==> src/rtl/stack_op_ctrl.sv <==
// stack_op_ctrl: multicycle sequencer for PUSH/POP/JAL register-bank and stack-memory accesses
module stack_op_ctrl #(
  parameter int MEM_LAT = 2
) (
  input  logic       clk,
  input  logic       reset,
  input  logic       start,
  input  logic [1:0] op,
  output logic       busy,
  output logic       done,
  output logic       error,
  output logic [2:0] regdst_sel,
  output logic       reg_write,
  output logic [1:0] sp_alu_op,
  output logic       mem_addr_sel,
  output logic       mem_read,
  output logic       mem_write,
  output logic [1:0] wb_src_sel
);
  typedef enum logic [3:0] {
    IDLE, PUSH_SP, PUSH_MEM, POP_RD, POP_WAIT, POP_WB, POP_SP, JAL_WB, DONE
  } state_t;
  localparam logic [3:0] LAT_M1 = 4'(MEM_LAT - 1);
  state_t     state_q, state_d;
  logic [3:0] cnt_q, cnt_d;
  always_comb begin
    state_d = state_q;
    cnt_d   = cnt_q;
    case (state_q)
      IDLE:     if (start && op != 2'd3)
                  state_d = op == 2'd0 ? PUSH_SP : op == 2'd1 ? POP_RD : JAL_WB;
      PUSH_SP:  state_d = PUSH_MEM;
      PUSH_MEM: state_d = DONE;
      POP_RD: begin
        cnt_d   = LAT_M1;
        state_d = MEM_LAT == 1 ? POP_WB : POP_WAIT;
      end
      POP_WAIT: begin
        cnt_d   = cnt_q == 4'd0 ? 4'd0 : cnt_q - 4'd1;
        state_d = cnt_q <= 4'd1 ? POP_WB : POP_WAIT;
      end
      POP_WB:   state_d = POP_SP;
      POP_SP:   state_d = DONE;
      JAL_WB:   state_d = DONE;
      default:  state_d = IDLE;
    endcase
  end
  // outputs are registered from the next state so they line up with state_q
  always_ff @(posedge clk) begin
    if (reset) begin
      state_q      <= IDLE;
      cnt_q        <= '0;
      busy         <= 1'b0;
      done         <= 1'b0;
      error        <= 1'b0;
      regdst_sel   <= '0;
      reg_write    <= 1'b0;
      sp_alu_op    <= '0;
      mem_addr_sel <= 1'b0;
      mem_read     <= 1'b0;
      mem_write    <= 1'b0;
      wb_src_sel   <= '0;
    end else begin
      state_q      <= state_d;
      cnt_q        <= cnt_d;
      busy         <= state_d != IDLE;
      done         <= state_d == DONE;
      error        <= state_q == IDLE && start && op == 2'd3;
      regdst_sel   <= (state_d == PUSH_SP || state_d == POP_SP) ? 3'd2 :
                      state_d == JAL_WB ? 3'd3 : 3'd0;
      reg_write    <= state_d inside {PUSH_SP, POP_WB, POP_SP, JAL_WB};
      sp_alu_op    <= state_d == PUSH_SP ? 2'b01 : state_d == POP_SP ? 2'b10 : 2'b00;
      mem_addr_sel <= state_d inside {PUSH_MEM, POP_RD, POP_WAIT};
      mem_read     <= state_d == POP_RD;
      mem_write    <= state_d == PUSH_MEM;
      wb_src_sel   <= state_d == POP_WB ? 2'd1 : state_d == JAL_WB ? 2'd2 : 2'd0;
    end
  end
endmodule

==> config.mk <==
export PLATFORM = sky130hd
export DESIGN_NAME = stack_op_ctrl
export DESIGN_NICKNAME = d
export VERILOG_FILES = /design/src/rtl/stack_op_ctrl.sv
export SDC_FILE = /design/constraint.sdc
export NUM_CORES = 1
export LEC_CHECK = 0
export ABC_AREA = 1
export BUFFER_PORTS_ARGS = -buffer_cell sky130_fd_sc_hd__buf_2
export CAP_MARGIN = 20
export CORE_MARGIN = 2
export CORE_UTILIZATION = 55
export CTS_BUF_LIST = sky130_fd_sc_hd__clkbuf_4 sky130_fd_sc_hd__clkbuf_8
export DETAILED_ROUTE_END_ITERATION = 8
export GPL_TIMING_DRIVEN = 0
export MAX_ROUTING_LAYER = met4
export PLACE_DENSITY_LB_ADDON = 0.12
export SLEW_MARGIN = 20
export SYNTH_ARGS = -nofsm -noshare
export SYNTH_HDL_FRONTEND = slang
export SYNTH_SLANG_ARGS = --single-unit
==> constraint.sdc <==
create_clock -name clk -period 1.8 [get_ports clk]
set_clock_uncertainty 0.2 [all_clocks]
set_input_delay 0.36 -clock clk [delete_from_list [all_inputs] [get_ports clk]]
set_output_delay 0.36 -clock clk [all_outputs]
set_load 0.01 [all_outputs]
==> summary.md, run 1 <==
| Metric | Value |
|---|---|
| Outcome | complete, no violations |
| Synth Area in Adders | 0% |
| Power share of the clock group | a little under a fifth |
| Flop2flop setup slack | 0.29 ns |
| Crit path required time | ~1.8 ns |
| GRT busiest layer | met2 |
| CTS Buf Count | 3 |
| First-pass GRT wire length | ~2.9 mm |
| Sw frac | a little over a third |
| Post-Synth XOR/XNOR Area | 0% |
| Post-synth cell types | 26 |
| Critical Path Source Type | flip-flop |
| Port Buf Inserts | 16 |
| Dpl ws | ~0.28 ns |
| Total power | 1.181 mW |
| Die height | around 44 um |
| Leakage | roughly 0.50 nW |
| Routability Congestion | 0.8216 |
| Peak Freq | between 600 and 700 MHz |
| Dpl cells | 139 |
| Hold Vio Cnt, Final | 0 |
| Worst R2R End | reg_write |
| Hold path startpoint | reset |
| Area of the multi-input gates | between 300 and 400 sq um |
| Setup bufs post-CTS | 0 |
| Total detailed-routing wirelength | 1.644 mm |
| Final Setup Violations | 0 |
| Via/cell ratio | 5.210 |
| # fillers | 134 |
| Met1 Use GR | 27.37% |
| Share of cells above drive strength 1 | 33.07% |
| Synthesized area | just under 900 sq um |
| CTS tree | yes |
| Post-Synthesis Cells | 107 |
| Met3 GRT Util | 3.673% |
| Syn nets | 112 |
| I/O pin count | 19 |
| Clock Sinks | 21 |
| Area after DPL | 994.7 sq um |
| # resized after CTS | 0 |
| Grt total ovfl | 0 |
| Detailed-route DRC error count | 0 |
| CTS clk-pin slew, worst paths | between 0.1 and 0.15 ns |
| Final Cycle Share | between 80% and 90% |
| CP endpoint kind | flip-flop |
| Seq. cell area | 420.4 sq um |
| Arrival time at the worst endpoint | 1.50 ns |
| Nets | 133 |
| Antenna-violating nets left | 0 |
| Min-Delay Endpoint | state_q[2] |
| Initial antenna violation count | 0 |
| Register area share after synthesis | 46.99% |
| DIE AREA | ~0.002 sq mm |
| Shortest period the worst path allows | 1.508 ns |
| Yosys warnings | 0 |
| Peak supply drop | 0.7732 mV |
| Post-synthesis register bit count | 21 |
| P&R area growth vs syn | 14.27% |
| HP Class | input pin to flip-flop |
| Worst setup margin | around 0.29 ns |
| Initial Utilization | 58.70% |
| Root buffer cell | clkbuf_4 |
| M2 GR Usage | 30.00% |
| Max-slew violations | 0 |
| Psw | around 0.43 mW |
| Initial DRC Count | 18 |
| Die width | 44.33 um |
| # rows | 14 |
| Vias in the first global route | 689 |
| Final instance area | 0.001022 sq mm |
| Largest family of logic cells by synthesized area | simple AND/OR/NAND/NOR gates |
| DRT Pass-1 Iters | 4 |
| Post-Layout Cell Count | 143 |
| Pin count of the biggest net entering global routing | 13 |
| Multiplexer share of the synthesized area | 0% |
| Vias after detailed routing | roughly 750 |
| Sequential power share | 48.0% |
| Hold depth | 2 |
| Global Route Usage Sum | 20.86% |
| Critical path peak fanout | 5 |
| DP HPWL | roughly 1.3 mm |
| H-tree lvl count | 1 |
| Hold buffers post-CTS | 0 |
| Routed len/inst | roughly 11 um |
| Syn avg cell area | ~8.4 sq um |
| Clock insertion delay at the later pin of the skew report | just under 0.3 ns |
| # diodes | 0 |
| Core box area | 0.001524 sq mm |
| Combinational share of power | 33.7% |
| P per Cell Area | 1155 mW/mm^2 |
| Internal power | 0.7517 mW |
| RSZ-0062 raised after global routing | no |
| Synth Area in Compound Gates | a little under an eighth |
| R2R depth | 8 |
| Simple-Gate Fraction of Synth Area | 31.89% |
| Clock buffer depth | 2 |
| Final setup TNS | 0 ns |
| Reg-to-Reg Start | state_q[2] |
| Max-cap violation count | 0 |
| Critical path class | flip-flop to flip-flop |
## state kept, by name, indices dropped and copies added, names as in the netlist
name,cells
done,1
mem_addr_sel,1
reg_write,1
state_q,4
busy,1
error,1
sp_alu_op,2
wb_src_sel,2
regdst_sel,2
mem_write,1
cnt_q,4
mem_read,1
## worst max-delay path, cell delays in order (launching register included)
cell and delay (ns):
dfxtp_1 0.35, nor2_2 0.17, nand2_2 0.13, nor2_4 0.13
nand2_4 0.09, nand3_2 0.10, inv_1 0.07, nand3_2 0.08
nand2_1 0.07
## layout make-up
| class | count | area share, % |
|---|---|---|
| Sequential cell | 21 | 41.13 |
| Multi-Input combinational cell | 68 | 38.68 |
| Timing Repair Buffer | 16 | 7.834 |
| Inverter | 15 | 5.508 |
| Clock buffer | 3 | 2.203 |
| Buffer | 3 | 2.203 |
| Tap cell | 16 | 1.958 |
| Clock inverter | 1 | 0.4896 |
## layer usage
layer | vias up | part of all wire (%) | routed length, um
li1 | 378 | - | -
met1 | 342 | 46 | 764
met2 | 21 | 47 | 765
met3 | 4 | 4.9 | 81
met4 | 0 | 2.1 | 34
met5 | - | 0 | 0
## cell families (layout without fill, tap and decap cells)
kind of cell           after synthesis  count (layout)
AND/OR/NAND/NOR                     52              52
other                                1               1
buffers and inverters               18              38
AO/OA/AOI/OAI                       15              15
flip-flops                          21              21
## cells in the mapped netlist (all sizes together)
cell type | number | area (sq um)
conb | 1 | 3.750
a31oi | 1 | 6.260
nand3b | 1 | 7.510
nand4 | 1 | 6.260
nor3 | 2 | 10.01
nand2 | 22 | 112.6
buf | 2 | 18.77
o41ai | 1 | 8.760
dfxtp | 21 | 420.4
o211ai | 1 | 7.510
a21oi | 5 | 36.29
o21ai | 5 | 32.53
nor2 | 19 | 98.84
clkbuf | 1 | 3.750
a211oi | 2 | 15.01
nand3 | 7 | 50.05
inv | 15 | 56.30
## layout by cell type (no fill, tap or decap), types with 4 or more instances in the layout
cell     synthesis  routed
nand3_1          4       4
a21oi_1          4       4
nor2_2           5       5
nor2_1          12      12
nand2_1         16      16
buf_2            0      16
dfxtp_1         21      21
inv_1           14      14
## per-stage QoR
step | utilization, % | hold slack [ns]
final | 67.08 | 0.05966
after global routing | 67.08 | 0.03799
after CTS | 67.08 | 0.05224
after detailed placement | 65.27 | 0.2739
after global placement | 65.27 | 0.2601
after floorplan | - | 0.2498
## power by group through the flow
stage | clock [mW] | combinational (mW) | sequential [mW]
after floorplan | 0 | 0.265 | 0.600
after global routing | 0.250 | 0.444 | 0.576
after global placement | 0 | 0.382 | 0.573
final | 0.216 | 0.398 | 0.567
after detailed placement | 0 | 0.395 | 0.577
after CTS | 0.225 | 0.397 | 0.566
## worst max path at each step
stage / startpoint / to / slack (ns) / cells past startpoint
floorplan: state_q[1] / reg_write / 0.49 / 8
global placement: op[1] / busy / 0.32 / 8
detailed placement: op[1] / reg_write / 0.28 / 9
CTS: state_q[2] / reg_write / 0.30 / 8
global route: state_q[2] / mem_addr_sel / 0.18 / 9
finish: state_q[2] / reg_write / 0.29 / 8
Note: power is estimated with default switching activity, not from simulation.
==> inputs of run 2 (changes only) <==
==> constraint.sdc (replaced) <==
create_clock -name clk -period 1.39 [get_ports clk]
set_clock_uncertainty 0.2 [all_clocks]
set_input_delay 0.278 -clock clk [delete_from_list [all_inputs] [get_ports clk]]
set_output_delay 0.278 -clock clk [all_outputs]
set_load 0.01 [all_outputs]
==> run 2 against run 1 <==
  * The flow now finishes with violations (negative setup slack)
  * Sequential power rose by 33%
  * Register-to-register slack got worse by 0.37 ns
  * Global-route usage up 3.3 points
  * Setup slack got worse by 0.37 ns
  * Maximum frequency increased by 2.6%
  * Via count increased by 4.6%
  * Sequential share of layout area down 3.7 points
  * Non-clock buffer count rose by 8
  * First-iteration DRC count is 33% lower
  * Design area up 14%
  * Die area unchanged
  * Utilization is 9.2 points higher
  * Highest routed layer unchanged
==> summary.md, run 2 (synthesis results as in run 1) <==
| Metric | Value |
|---|---|
| Die height | approximately 44 um |
| CP Cell Sequence | nor2_4 -> nand2_4 -> nor2_4 -> nand2_4 -> a21oi_4 -> nand2_1 -> nand2_1 |
| # rows | 14 |
| Total detailed-routing wirelength | 1.876 mm |
| Pin count of the biggest net entering global routing | 13 |
| Slowest cell delay on critical path | 0.39 ns |
| DIE AREA | 0.001965 sq mm |
| Port Buf Inserts | 16 |
| Peak Freq | 680.2 MHz |
| Critical path class | flip-flop to flip-flop |
| Sw frac | 37.30% |
| R2R depth | 7 |
| CP Capture Point | mem_addr_sel |
| Critical Path Source Type | flip-flop |
| Reg-to-Reg Start | state_q[1] |
| Crit path required time | 1.43 ns |
| Critical path origin | state_q[1] |
| Share of cells above drive strength 1 | 44.44% |
| Failing checks | negative setup slack |
| Vias in the first global route | around 740 |
| Arrival time at the worst endpoint | 1.51 ns |
| Leakage | 0.5535 nW |
| Max-cap violation count | 0 |
| Slowest library cell on the worst path | dfxtp_4 |
| Flop2flop setup slack | -0.08 ns |
| Internal power | 1.078 mW |
| Power share of the clock group | 16.4% |
| I/O pin count | 19 |
| Dpl ws | -0.09741 ns |
| Sequential power share | 43.9% |
| CP endpoint kind | flip-flop |
| Combinational share of power | 39.7% |
| Area after DPL | about 990 sq um |
| Most common cell after layout, fill and taps aside | dfxtp_1 |
| Final Util | between 70% and 80% |
| Worst setup margin | -0.08016 ns |
| DP HPWL | 1.277 mm |
| Max-slew violations | 0 |
| Hold Vio Cnt, Final | 0 |
| CTS Buf Count | 3 |
| Most frequent cells in the layout | dfxtp_1, buf_2, nand2_1, nor2_1, inv_1 |
| Grt total ovfl | 0 |
| Min Hold Slack | 0.01985 ns |
| Shortest period the worst path allows | 1.470 ns |
| RSZ-0062 raised after global routing | yes |
| Final Cycle Share | 105.8% |
| Global Route Usage Sum | between 20% and 30% |
| CTS clk-pin slew, worst paths | 0.11 ns |
| CTS tree | yes |
| Vias after detailed routing | 779 |
| HP Class | input pin to flip-flop |
| Outcome | finished with violations |
| Clock Sinks | 21 |
| Root buffer cell | clkbuf_4 |
| Routability Congestion | around 0.82 |
| Peak supply drop | between 0.9 and 1 mV |
| H-tree lvl count | 1 |
| Die width | 44.33 um |
| Antenna-violating nets left | 0 |
| Core box area | 0.001524 sq mm |
| Via/cell ratio | 5.159 |
| First-pass GRT wire length | 3.367 mm |
| P&R area growth vs syn | 29.93% |
| Clock insertion delay at the later pin of the skew report | 0.30 ns |
| Clock buffer depth | 2 |
| Top flop regs | cnt_q: 4 flops, state_q: 4 flops |
| Worst R2R End | mem_addr_sel |
| P per Cell Area | 1479 mW/mm^2 |
| DRT Pass-1 Iters | 4 |
| Routed len/inst | 12.42 um |
| Nets | around 140 |
| Initial DRC Count | 12 |
| Psw | about 0.64 mW |
| Critical path peak fanout | 5 |
| Final Setup Violations | 5 |
| Initial antenna violation count | 0 |
| # diodes | 0 |
| Final instance area | 0.001162 sq mm |
| Detailed-route DRC error count | 0 |
| Initial Utilization | 58.70% |
run 2: worst max-delay path: cells and delay by family, from the launching register on:
kind | cells | cell delay [ns]
and+or+nand+nor | 6 | 0.64
DFF | 1 | 0.39
AOI/OAI and AO/OA | 1 | 0.19
run 2: what timing repair did:
item	in CTS	in global routing
hold buffers	2	0
hold endpoints to repair	4	0
endpoints found under the setup margin	5	8
gates resized for setup	16	9
pin swaps	7	6
buffers inserted	6	0
run 2: power groups by stage:
stage	Combinational, mW	Clock [mW]	Sequential [mW]
2_1_floorplan	0.343	0	0.777
3_3_place_gp	0.494	0	0.743
3_5_place_dp	0.511	0	0.747
4_1_cts	0.618	0.291	0.752
5_1_grt	0.749	0.322	0.764
6_report	0.683	0.281	0.755
run 2: how the worst min path moves through the flow:
| stage | to | slack, ns | cells past startpoint | start |
|---|---|---|---|---|
| floorplan | error | 0.21 | 2 | start |
| global placement | cnt_q[3] | 0.26 | 2 | cnt_q[3] |
| detailed placement | cnt_q[1] | 0.27 | 2 | cnt_q[1] |
| CTS | regdst_sel[1] | 0.01 | 4 | reset |
| global route | regdst_sel[1] | 0.03 | 4 | reset |
| finish | regdst_sel[1] | 0.02 | 4 | reset |
run 2: routing by layer:
layer  vias up  GRT usage [%]  share of wire [%]
met5         -              -                  0
met3         4          3.673                3.7
li1        400              -                  -
met1       357          30.69                 44
met2        18          37.94                 50
met4         0          10.91                1.9
run 2: cell type report:
type,count,area [sq um]
buffer,3,22.52
clock buffer,3,22.52
clock inverter,1,5.005
fill,103,361.6
inverter,15,58.81
multi-input combinational,68,452.9
sequential,21,435.4
tap,16,20.02
timing repair buffer,24,145.1
run 2: per-stage QoR:
stage / instances / setup TNS, ns / total power, mW
6_report: 151 / -0.3460 / 1.719
4_1_cts: 151 / -0.1166 / 1.661
3_5_place_dp: 139 / -0.3358 / 1.258
2_1_floorplan: 107 / 0 / 1.120
3_3_place_gp: 139 / -0.1344 / 1.237
5_1_grt: 151 / -0.7842 / 1.835
==> inputs of run 3 (changes only) <==
--- a/config.mk
+++ b/config.mk
@@ -6,12 +6,12 @@
 export NUM_CORES = 1
 export LEC_CHECK = 0
 export ABC_AREA = 1
-export BUFFER_PORTS_ARGS = -buffer_cell sky130_fd_sc_hd__buf_2
 export CAP_MARGIN = 20
 export CORE_MARGIN = 2
 export CORE_UTILIZATION = 55
 export CTS_BUF_LIST = sky130_fd_sc_hd__clkbuf_4 sky130_fd_sc_hd__clkbuf_8
 export DETAILED_ROUTE_END_ITERATION = 8
+export DONT_BUFFER_PORTS = 1
 export GPL_TIMING_DRIVEN = 0
 export MAX_ROUTING_LAYER = met4
 export PLACE_DENSITY_LB_ADDON = 0.12
==> run 3 against run 2 <==
  * The flow still finishes with violations (negative setup slack)
  * Largest power group unchanged
  * Final cell count down 7.9%
  * Count of clock-buffer cells in the layout unchanged
  * First-iteration DRC count rose to 2.8 times the previous value
  * Critical endpoint is now reg_write
  * Largest cell class unchanged
==> summary.md, run 3 (synthesis results as in run 1) <==
| Metric | Value |
|---|---|
| Combinational share of power | 38.0% |
| Most frequent cells in the layout | dfxtp_1, nand2_1, nor2_1, inv_1, buf_4 |
| Most common cell after layout, fill and taps aside | dfxtp_1 |
| Leakage | 0.5053 nW |
| P per Cell Area | 1526 mW/mm^2 |
| Grt total ovfl | 0 |
| Reg-to-Reg Start | state_q[1] |
| First-pass GRT wire length | 2.877 mm |
| I/O pin count | 19 |
| CP endpoint kind | flip-flop |
| Min-Delay Endpoint | regdst_sel[1] |
| Critical path class | flip-flop to flip-flop |
| Worst setup margin | -0.1106 ns |
| Port Buf Inserts | 0 |
| Global Route Usage Sum | 21.12% |
| Critical Path Source Type | flip-flop |
| CTS Buf Count | 3 |
| Die width | 44.33 um |
| Peak supply drop | 0.8531 mV |
| Clock insertion delay at the later pin of the skew report | 0.32 ns |
| Clock Sinks | 21 |
| # fillers | 103 |
| Flop2flop setup slack | -0.11 ns |
| Top flop regs | cnt_q: 4 flops, state_q: 4 flops |
| Initial antenna violation count | 0 |
| Total detailed-routing wirelength | around 2.2 mm |
| Detailed-route DRC error count | 0 |
| Antenna-violating nets left | 0 |
| HP Class | input pin to flip-flop |
| Hold path startpoint | reset |
| Root buffer cell | clkbuf_4 |
| Area of the multi-input gates | 493.0 sq um |
| Dpl ws | -0.05541 ns |
| Sequential power share | 44.8% |
| Outcome | finished with violations |
| Worst R2R End | reg_write |
| Peak Freq | 666.4 MHz |
| DP HPWL | 1.144 mm |
| Internal power | 1.081 mW |
| Arrival time at the worst endpoint | about 1.5 ns |
| Routability Congestion | between 0.8 and 0.9 |
| Psw | 0.7016 mW |
| Power share of the clock group | 17.2% |
| CTS clk-pin slew, worst paths | about 0.12 ns |
| Clock buffer depth | 2 |
| Pin count of the biggest net entering global routing | 13 |
| Critical path peak fanout | 4 |
| Sw frac | 39.35% |
| Die height | 44.33 um |
| P&R area growth vs syn | 30.63% |
| Hold depth | 4 |
| RSZ-0062 raised after global routing | yes |
| Routed len/inst | around 15 um |
| R2R depth | 8 |
| Nets | 129 |
| Max-slew violations | 0 |
| Crit path required time | around 1.4 ns |
| Vias in the first global route | 706 |
| Min Hold Slack | ~0.022 ns |
| Core box area | 0.001524 sq mm |
| Final Setup Violations | 6 |
| Final Cycle Share | 108.0% |
| Seq. cell area | 435.4 sq um |
| Initial Utilization | between 50% and 60% |
| Share of cells above drive strength 1 | 40.65% |
| Hold Vio Cnt, Final | 0 |
| Vias after detailed routing | 781 |
| Failing checks | negative setup slack |
| DIE AREA | 0.001965 sq mm |
| Max-cap violation count | 0 |
| CTS tree | yes |
| # rows | 14 |
| H-tree lvl count | 1 |
| DRT Pass-1 Iters | 5 |
| # diodes | 0 |
| Shortest period the worst path allows | about 1.5 ns |
| Via/cell ratio | 5.619 |
| Initial DRC Count | 33 |
run 3: cell count changes in the layout (fill, tap and decap cells not counted), sizes merged:
cell,change
buf,-15
dlygate4sd3,+3
run 3: worst max-delay path by stage:
stage / start / to / depth (start not counted)
3_3_place_gp: state_q[2] / mem_addr_sel / 9
3_5_place_dp: state_q[0] / busy / 7
4_1_cts: state_q[2] / reg_write / 9
6_report: state_q[1] / reg_write / 8
5_1_grt: state_q[1] / reg_write / 8
2_1_floorplan: state_q[1] / reg_write / 8
run 3: metal layers:
layer	up-vias	GRT usage [%]	share of wire [%]
met1	368	25.32	41
met5	-	-	0
met4	0	12.73	2.9
met3	10	4.490	4.8
met2	32	32.35	51
li1	371	-	-
run 3: power by group through the flow:
stage	clock, mW	sequential, mW	combinational, mW
after global routing	0.321	0.810	0.732
final	0.306	0.799	0.678
after detailed placement	0	0.788	0.406
after global placement	0	0.788	0.396
after floorplan	0	0.777	0.343
after CTS	0.301	0.792	0.515
run 3: cell type report:
cell class | instances | share of cell area, %
Multi-Input combinational cell | 68 | 42.18
Sequential cell | 21 | 37.26
Timing Repair Buffer | 12 | 9.101
Inverter | 15 | 5.460
Clock buffer | 3 | 1.927
Buffer | 3 | 1.927
Tap cell | 16 | 1.713
Clock inverter | 1 | 0.4283
run 3: worst max-delay path: stages, from the launching register on:
cell and delay, ns:
dfxtp_4 0.39, nor2_4 0.17, nand2_4 0.09, inv_1 0.09, nand3_2 0.13, nand2_1 0.10
nor2_1 0.07, nand3_4 0.09, nand2_1 0.06
run 3: what timing repair did:
action | in CTS | in global routing
gates cloned | 0 | 0
pin swaps | 7 | 9
hold buffers | 3 | 2
endpoints found under the hold margin | 7 | 3
gates resized for setup | 17 | 21
setup endpoints to repair | 5 | 9
buffers inserted | 6 | 1
run 3: metrics by stage:
step           total power [mW]  util (%)  cells  area (sq um)   TNS [ns]
2_1_floorplan             1.120         -    107         894.6          0
3_3_place_gp              1.184     60.02    123         914.6    -0.1875
3_5_place_dp              1.194     60.02    123         914.6    -0.2260
4_1_cts                   1.608     69.70    136          1062  -0.002064
5_1_grt                   1.863     76.68    139          1169    -0.6904
6_report                  1.783     76.68    139          1169    -0.4249
